**src/rtl/mem_port_arbiter_pkg.sv**
```systemverilog
// Shared definitions for the RAM port arbiter: read-owner encoding,
// fetch access width code and default sizing parameters.
`timescale 1ns/1ps
package mem_port_arbiter_pkg;

    localparam int RAM_SIZE       = 16;
    localparam int DATA_WIDTH     = 64;
    localparam int STARVE_MAX_DEF = 4;

    localparam logic [2:0] WID_WORD = 3'b010;

    typedef enum logic [1:0] {
        OWN_NONE = 2'd0,
        OWN_IF   = 2'd1,
        OWN_D    = 2'd2
    } mem_owner_e;

endpackage

```
**src/rtl/mem_port_arbiter_starve_ctr.sv**
```systemverilog
// Saturating fetch-starvation counter.
// Ports: clk_i, rst_ni, clr_i (clear), inc_i (count up), at_max_o (== MAX).
`timescale 1ns/1ps
module arb_starve_ctr #(
    parameter int MAX = 4
) (
    input  logic clk_i,
    input  logic rst_ni,
    input  logic clr_i,
    input  logic inc_i,
    output logic at_max_o
);

    localparam int CW = $clog2(MAX + 1);

    logic [CW-1:0] cnt;

    assign at_max_o = (cnt == CW'(MAX));

    always_ff @(posedge clk_i or negedge rst_ni) begin
        if (!rst_ni) begin
            cnt <= '0;
        end else if (clr_i) begin
            cnt <= '0;
        end else if (inc_i && !at_max_o) begin
            cnt <= cnt + CW'(1);
        end
    end

endmodule

```
**src/rtl/mem_port_arbiter.sv**
```systemverilog
// Single RAM port arbiter: data-priority grant with fetch starvation guard,
// read-owner tracking for response routing, and fetch stall generation.
// Ports: fetch side (if_*), data side (d_*), RAM side (mem_*), stall_if_o.
`timescale 1ns/1ps
module mem_port_arbiter
    import mem_port_arbiter_pkg::*;
#(
    parameter int ADDR_W     = RAM_SIZE,
    parameter int DATA_W     = DATA_WIDTH,
    parameter int STARVE_MAX = STARVE_MAX_DEF
) (
    input  logic              clk_i,
    input  logic              rst_ni,
    input  logic              if_req_i,
    input  logic [ADDR_W-1:0] if_addr_i,
    output logic              if_gnt_o,
    output logic              if_rvalid_o,
    output logic [31:0]       if_rdata_o,
    output logic              stall_if_o,
    input  logic              d_req_i,
    input  logic              d_we_i,
    input  logic [ADDR_W-1:0] d_addr_i,
    input  logic [DATA_W-1:0] d_wdata_i,
    input  logic [2:0]        d_wid_i,
    output logic              d_gnt_o,
    output logic              d_rvalid_o,
    output logic [DATA_W-1:0] d_rdata_o,
    output logic              mem_en_o,
    output logic              mem_we_o,
    output logic [ADDR_W-1:0] mem_addr_o,
    output logic [DATA_W-1:0] mem_wdata_o,
    output logic [2:0]        mem_wid_o,
    input  logic [DATA_W-1:0] mem_rdata_i
);

    logic       at_max;
    mem_owner_e owner;

    // Data wins ties unless fetch has been refused STARVE_MAX times in a row.
    assign if_gnt_o   = if_req_i & (~d_req_i | at_max);
    assign d_gnt_o    = d_req_i & ~(if_req_i & at_max);
    assign stall_if_o = if_req_i & ~if_gnt_o;

    assign mem_en_o    = rst_ni & (if_gnt_o | d_gnt_o);
    assign mem_we_o    = rst_ni & d_gnt_o & d_we_i;
    assign mem_addr_o  = if_gnt_o ? if_addr_i :
                         d_gnt_o  ? d_addr_i  : '0;
    assign mem_wdata_o = d_gnt_o ? d_wdata_i : '0;
    assign mem_wid_o   = if_gnt_o ? WID_WORD :
                         d_gnt_o  ? d_wid_i  : 3'b000;

    assign if_rvalid_o = (owner == OWN_IF);
    assign d_rvalid_o  = (owner == OWN_D);
    assign if_rdata_o  = mem_rdata_i[31:0];
    assign d_rdata_o   = mem_rdata_i;

    always_ff @(posedge clk_i or negedge rst_ni) begin
        if (!rst_ni) begin
            owner <= OWN_NONE;
        end else if (if_gnt_o) begin
            owner <= OWN_IF;
        end else if (d_gnt_o && !d_we_i) begin
            owner <= OWN_D;
        end else begin
            owner <= OWN_NONE;
        end
    end

    arb_starve_ctr #(
        .MAX (STARVE_MAX)
    ) u_starve (
        .clk_i    (clk_i),
        .rst_ni   (rst_ni),
        .clr_i    (if_gnt_o | ~if_req_i),
        .inc_i    (stall_if_o),
        .at_max_o (at_max)
    );

endmodule

```
**config.mk**
```make
export PLATFORM = sky130hd
export DESIGN_NAME = mem_port_arbiter
export DESIGN_NICKNAME = d
export VERILOG_FILES = /design/src/rtl/mem_port_arbiter_pkg.sv /design/src/rtl/mem_port_arbiter_starve_ctr.sv /design/src/rtl/mem_port_arbiter.sv
export SDC_FILE = /design/constraint.sdc
export NUM_CORES = 1
export LEC_CHECK = 0
export CAP_MARGIN = 20
export CORE_AREA = 2 2 139 141
export DETAILED_ROUTE_END_ITERATION = 8
export DIE_AREA = 0 0 141 143
export GPL_TIMING_DRIVEN = 0
export MAX_ROUTING_LAYER = met4
export PLACE_DENSITY = 0.42
export SLEW_MARGIN = 40
export SYNTH_ARGS = -nofsm -noshare
export SYNTH_HDL_FRONTEND = slang
export SYNTH_SLANG_ARGS = --single-unit
```
**constraint.sdc**
```tcl
create_clock -name clk_i -period 2.3 [get_ports clk_i]
set_input_delay 0.46 -clock clk_i [delete_from_list [all_inputs] [get_ports clk_i]]
set_output_delay 0.46 -clock clk_i [all_outputs]
set_load 0.03 [all_outputs]
```
== Yosys cells after proc, flatten, opt, wreduce, memory -nomap -nowiden ==
Index checks and enable logic that the tools add are counted.
Storage, ports and cells
  flip-flop bits (word level): 5
  input bits: 168
  output and inout bits: 186
  logic and storage cells: 34
Cells by class
  add/subtract/negate cells: 1
  equality and inequality tests: 3
  muxes and demuxes: 9
  bitwise logic cells: 14
  reduce and logical (&&, ||, !) cells: 5
Operators with widths (number)
  64-bit 2-to-1 mux: 1
  16-bit 2-to-1 mux: 2
  3-bit 2-to-1 mux: 4
  1-bit bitwise AND: 7
  2-bit 2-to-1 mux: 2
  1-bit NOT: 4
  3-bit by 1-bit adder with 3-bit output (second input constant): 1
  3-bit equality test (second input constant): 1
  1-bit OR: 3
  2-bit by 1-bit equality test with 1-bit output (second input constant): 1
  2-bit equality test (second input constant): 1
  1-bit logical AND: 2
  1-bit zero test: 2
  2-bit nonzero test: 1

== Logic depth before layout (Yosys ltp) ==
  depth in word-level cells: 8
  gate-level depth with buffers: 6

== Cells and area by module ==
A second synthesis with hierarchy kept.
Second synthesis, totals
  cell total of the unflattened synthesis: 223
  area, all modules: 1722.9 sq um
Modules (own cells, without submodules)
  mem_port_arbiter: times used 1, cells an instance 205, area an instance 1530.2 sq um
  arb_starve_ctr: times used 1, cells an instance 18, area an instance 192.7 sq um

== Least setup slack after synthesis ==
No wires, ideal clock.
  path kind: reg2out
  start point: register u_starve.cnt[0]
  end point: output port mem_addr_o[10]
  arrival time: 1.607 ns
  required time: 1.840 ns
  setup slack: 0.233 ns
  stages on the path, launching flop included: 7
  buffers on the path: 2
  cell sequence: dfrtp_1 > inv_1 > ha_1 > and3_1 > buf_2 > buf_6 > o22ai_1
Between the ends
  word-level cells in the longest chain between the ends: 6
Ends and longest elaborated chain
  start: declaration: line mem_port_arbiter_starve_ctr.sv:16  | logic [CW-1:0] cnt;
  start signal: assignment: line mem_port_arbiter_starve_ctr.sv:26  | cnt <= cnt + CW'(1);
  3-bit equality test (*): line mem_port_arbiter_starve_ctr.sv:18  | assign at_max_o = (cnt == CW'(MAX));
  1-bit bitwise AND: line mem_port_arbiter.sv:41  | assign d_gnt_o = d_req_i & ~(if_req_i & at_max);
  1-bit NOT: line mem_port_arbiter.sv:41
  1-bit bitwise AND: line mem_port_arbiter.sv:41
  16-bit 2-to-1 mux: line mem_port_arbiter.sv:47  | d_gnt_o ? d_addr_i : '0;
  16-bit 2-to-1 mux (*): line mem_port_arbiter.sv:46  | assign mem_addr_o = if_gnt_o ? if_addr_i :
  end: declaration: line mem_port_arbiter.sv:30  | output logic [ADDR_W-1:0] mem_addr_o,
Every way passes the cells marked *; elsewhere a longest branch is shown, timed or not.

== Worst setup path in the final report ==
  start point: register u_starve.cnt[0]
  end point: output port mem_addr_o[15]
Same word-level chain as after synthesis.

==> run summary <==
LEAKAGE -> 2.36 nW
Post-DRT Antenna Nets -> 0
RSZ-0062 raised after global routing -> false
crit path max fanout -> 8
Power Density -> 301 nW/µm²
Setup crit end -> mem_addr_o[15]
Slew Limit Fails -> 0
Compound-Gate Fraction of Synth Area -> 0.0836
# DRC -> 0
main combinational cell family by area after synthesis -> buffers and inverters
gr ovfl total -> 0
core region area -> 18600 µm²
slew at the pin closest to its max-slew limit -> 0.372 ns
synthesized instance count -> 263
DRT iter0 DRCs -> 57
yosys warns -> 0
ys async rst share -> 1.00
top cells by count, synth -> buf_4, and3_1, nand2_1
crit start category -> flip-flop
Synth area leader -> buf_4
outcome -> finished, final reports clean
Port Buffers -> 288
final period utilization -> 0.971
Max-Cap Viols -> 0
area delta synth->final -> 179%
count of state elements after synthesis -> 5
io pins -> 354
synthesized area per cell -> 6.77 µm²
final wirelength -> 11800 µm
Slew headroom -> 0.751
R2R setup slack -> 0.79 ns
Adder-Cell Fraction of Synth Area -> 0.0141
Yosys cell types -> 23
vias in the first global route -> 2898
worst min-delay path class -> reg2reg
count leader, synth -> buf_4
worst setup margin -> 0.0670 ns
dpl ws -> -0.671 ns
nets@finish -> 728
top post-synthesis cells by area -> buf_4, and3_1, nand2_1, dfrtp_1, o22ai_1
Overall Global Routing Usage -> 0.106
clk_lat worst skew -> 0.23 ns
antenna diode count -> 0
Max Clock Freq -> 448 MHz
clk slew on worst S/H paths -> 0.03 ns
row cnt -> 50
H-tree depth -> 1
Post-Synth XOR/XNOR Area -> 0
routability cong. -> 0.825
# fillers -> 2061
critical path startpoint -> u_starve.cnt[0]
post-synthesis mux area share -> 0
DR pass1 iterations -> 4
total CTS buffers -> 3
Post-Synth Simple-Gate Area -> 0.343
Final Hold Viols -> 0
die width -> 141 µm
number of synthesized flops with an enable pin -> 0
reg-to-reg startpoint -> u_starve.cnt[0]
WP data arrival -> 1.77 ns
sequential fraction of the synthesis area -> 0.0703
kind of critical path -> reg2out
initial antenna violation count -> 0
Initial Util -> 0.0958
Via density -> 3.53
Core Util, Final -> 0.267
Setup Skew -> 0.000684 ns
peak supply drop -> 0.000156 V
Die Y -> 143 µm
layout cells sized above 1 -> 0.357
ys flop type -> dfrtp_1
Final min period -> 2.23 ns
CTS Buffer Depth -> 2
routed length per instance -> 14.9 µm
CTS Hold Bufs -> 0
crit path capture type -> output pin
pin count of the biggest net entering global routing -> 11
Worst EP required -> 1.84 ns
clock root buffer -> clkbuf_16
final setup fails -> 0
via count -> 2796
Synth Cell Area -> 1780 µm²
HPWL after DPL -> 10400 µm
die area -> 20200 µm²
CTS tree -> built
Synth top area share -> 0.417
global-route wire length before repair -> 16200 µm
Crit Reg-Reg Endpoint -> u_starve.cnt[2]
CTS Sinks -> 5
Syn Nets -> 433
Reg2Reg Depth -> 5
==> flip-flops by register name, indices dropped and copies added (netlist names) <==
register and flops:
owner 2, u_starve.cnt 3
==> kinds of logic (layout without fill, tap and decap cells) <==
| group | count (synthesis) | count (layout) |
|---|---|---|
| AOI/OAI and AO/OA | 23 | 23 |
| and+or+nand+nor | 110 | 110 |
| buffers and inverters | 123 | 417 |
| DFF | 5 | 5 |
| adders and majority gates | 2 | 2 |
==> metal layers <==
metal | vias to the layer above | share of wire | GRT usage | wire length (µm)
li1 | 1368 | - | - | -
met3 | 6 | 0.12 | 0.0449 | 1410
met4 | 0 | 0.012 | 0.0189 | 136
met2 | 199 | 0.53 | 0.203 | 6260
met5 | - | 0 | - | 0
met1 | 1223 | 0.34 | 0.0997 | 3970
==> area by class of cell <==
class	instances	area (µm²)	area share
multi-input cells	135	818	0.165
repair buffers	290	2750	0.554
plain buffers	119	882	0.178
well taps	234	293	0.0590
flip-flops and latches	5	125	0.0252
inverters	4	15.0	0.00303
clock buffers	4	78.8	0.0159
==> cell usage in the layout, fill, tap and decap left out <==
cell type / netlist / layout
clkdlybuf4s15_2: 0 / 38
nand2_1: 34 / 34
dfrtp_1: 5 / 5
clkbuf_4: 0 / 3
and2_1: 1 / 1
nor2_1: 1 / 1
clkbuf_16: 0 / 3
clkbuf_2: 0 / 7
ha_1: 2 / 1
a21boi_4: 0 / 1
dlygate4sd2_1: 0 / 7
nand3_4: 0 / 1
a21oi_1: 2 / 2
buf_2: 6 / 33
ha_4: 0 / 1
o22ai_1: 16 / 15
nor3b_1: 1 / 1
o22ai_2: 0 / 1
and3_1: 67 / 67
buf_4: 99 / 106
a211oi_1: 2 / 2
inv_1: 4 / 4
clkdlybuf4s15_1: 0 / 6
clkdlybuf4s50_1: 0 / 199
buf_8: 0 / 1
o21ai_1: 1 / 1
nor2b_1: 2 / 2
and4_1: 1 / 1
buf_6: 4 / 3
nand2b_1: 1 / 1
o21a_1: 1 / 1
or3b_2: 1 / 1
clkbuf_1: 10 / 7
==> metrics by stage <==
step           power (mW)  hold slack, ns  TNS (ns)  cell area, µm²  instances
2_1_floorplan       0.705           0.164         0            1780        263
3_3_place_gp         1.26           0.453    -42.28            4960        785
6_report             1.49           0.473         0            4960        791
5_1_grt              1.56           0.499         0            4960        791
3_5_place_dp         1.26           0.463    -42.72            4960        785
4_1_cts              1.52           0.467         0            5020        789
==> how the worst min path moves through the flow <==
stage          slack (ns)  cells after the start            start         endpoint
3_3_place_gp         0.45                      1  u_starve.cnt[0]  u_starve.cnt[0]
6_report             0.47                      1  u_starve.cnt[0]  u_starve.cnt[0]
3_5_place_dp         0.46                      1  u_starve.cnt[0]  u_starve.cnt[0]
5_1_grt              0.50                      1  u_starve.cnt[0]  u_starve.cnt[0]
4_1_cts              0.47                      1  u_starve.cnt[0]  u_starve.cnt[0]
2_1_floorplan        0.16                      0           rst_ni         owner[0]
==> critical path: stages (launching register included) <==
cell,delay (ns)
dfrtp_1,0.37
inv_1,0.09
ha_4,0.19
and3_1,0.17
clkbuf_4,0.17
o22ai_1,0.15
clkdlybuf4s15_1,0.40
==> repair_timing <==
| item | in CTS | in global routing |
|---|---|---|
| buffers inserted | 0 | 2 |
| pin swaps | 2 | 2 |
| endpoints found under the setup margin | 88 | 85 |
| resized for setup | 287 | 43 |
| cloned | 0 | 0 |
==> power by group <==
group	internal, mW	leakage, nW	switching (mW)
combinational	0.549	2.26	0.566
clock	0.230	0.0382	0.0550
sequential	0.0920	0.0666	0.00205
total	0.871	2.36	0.623
Note: power is estimated with default switching activity, not from simulation.
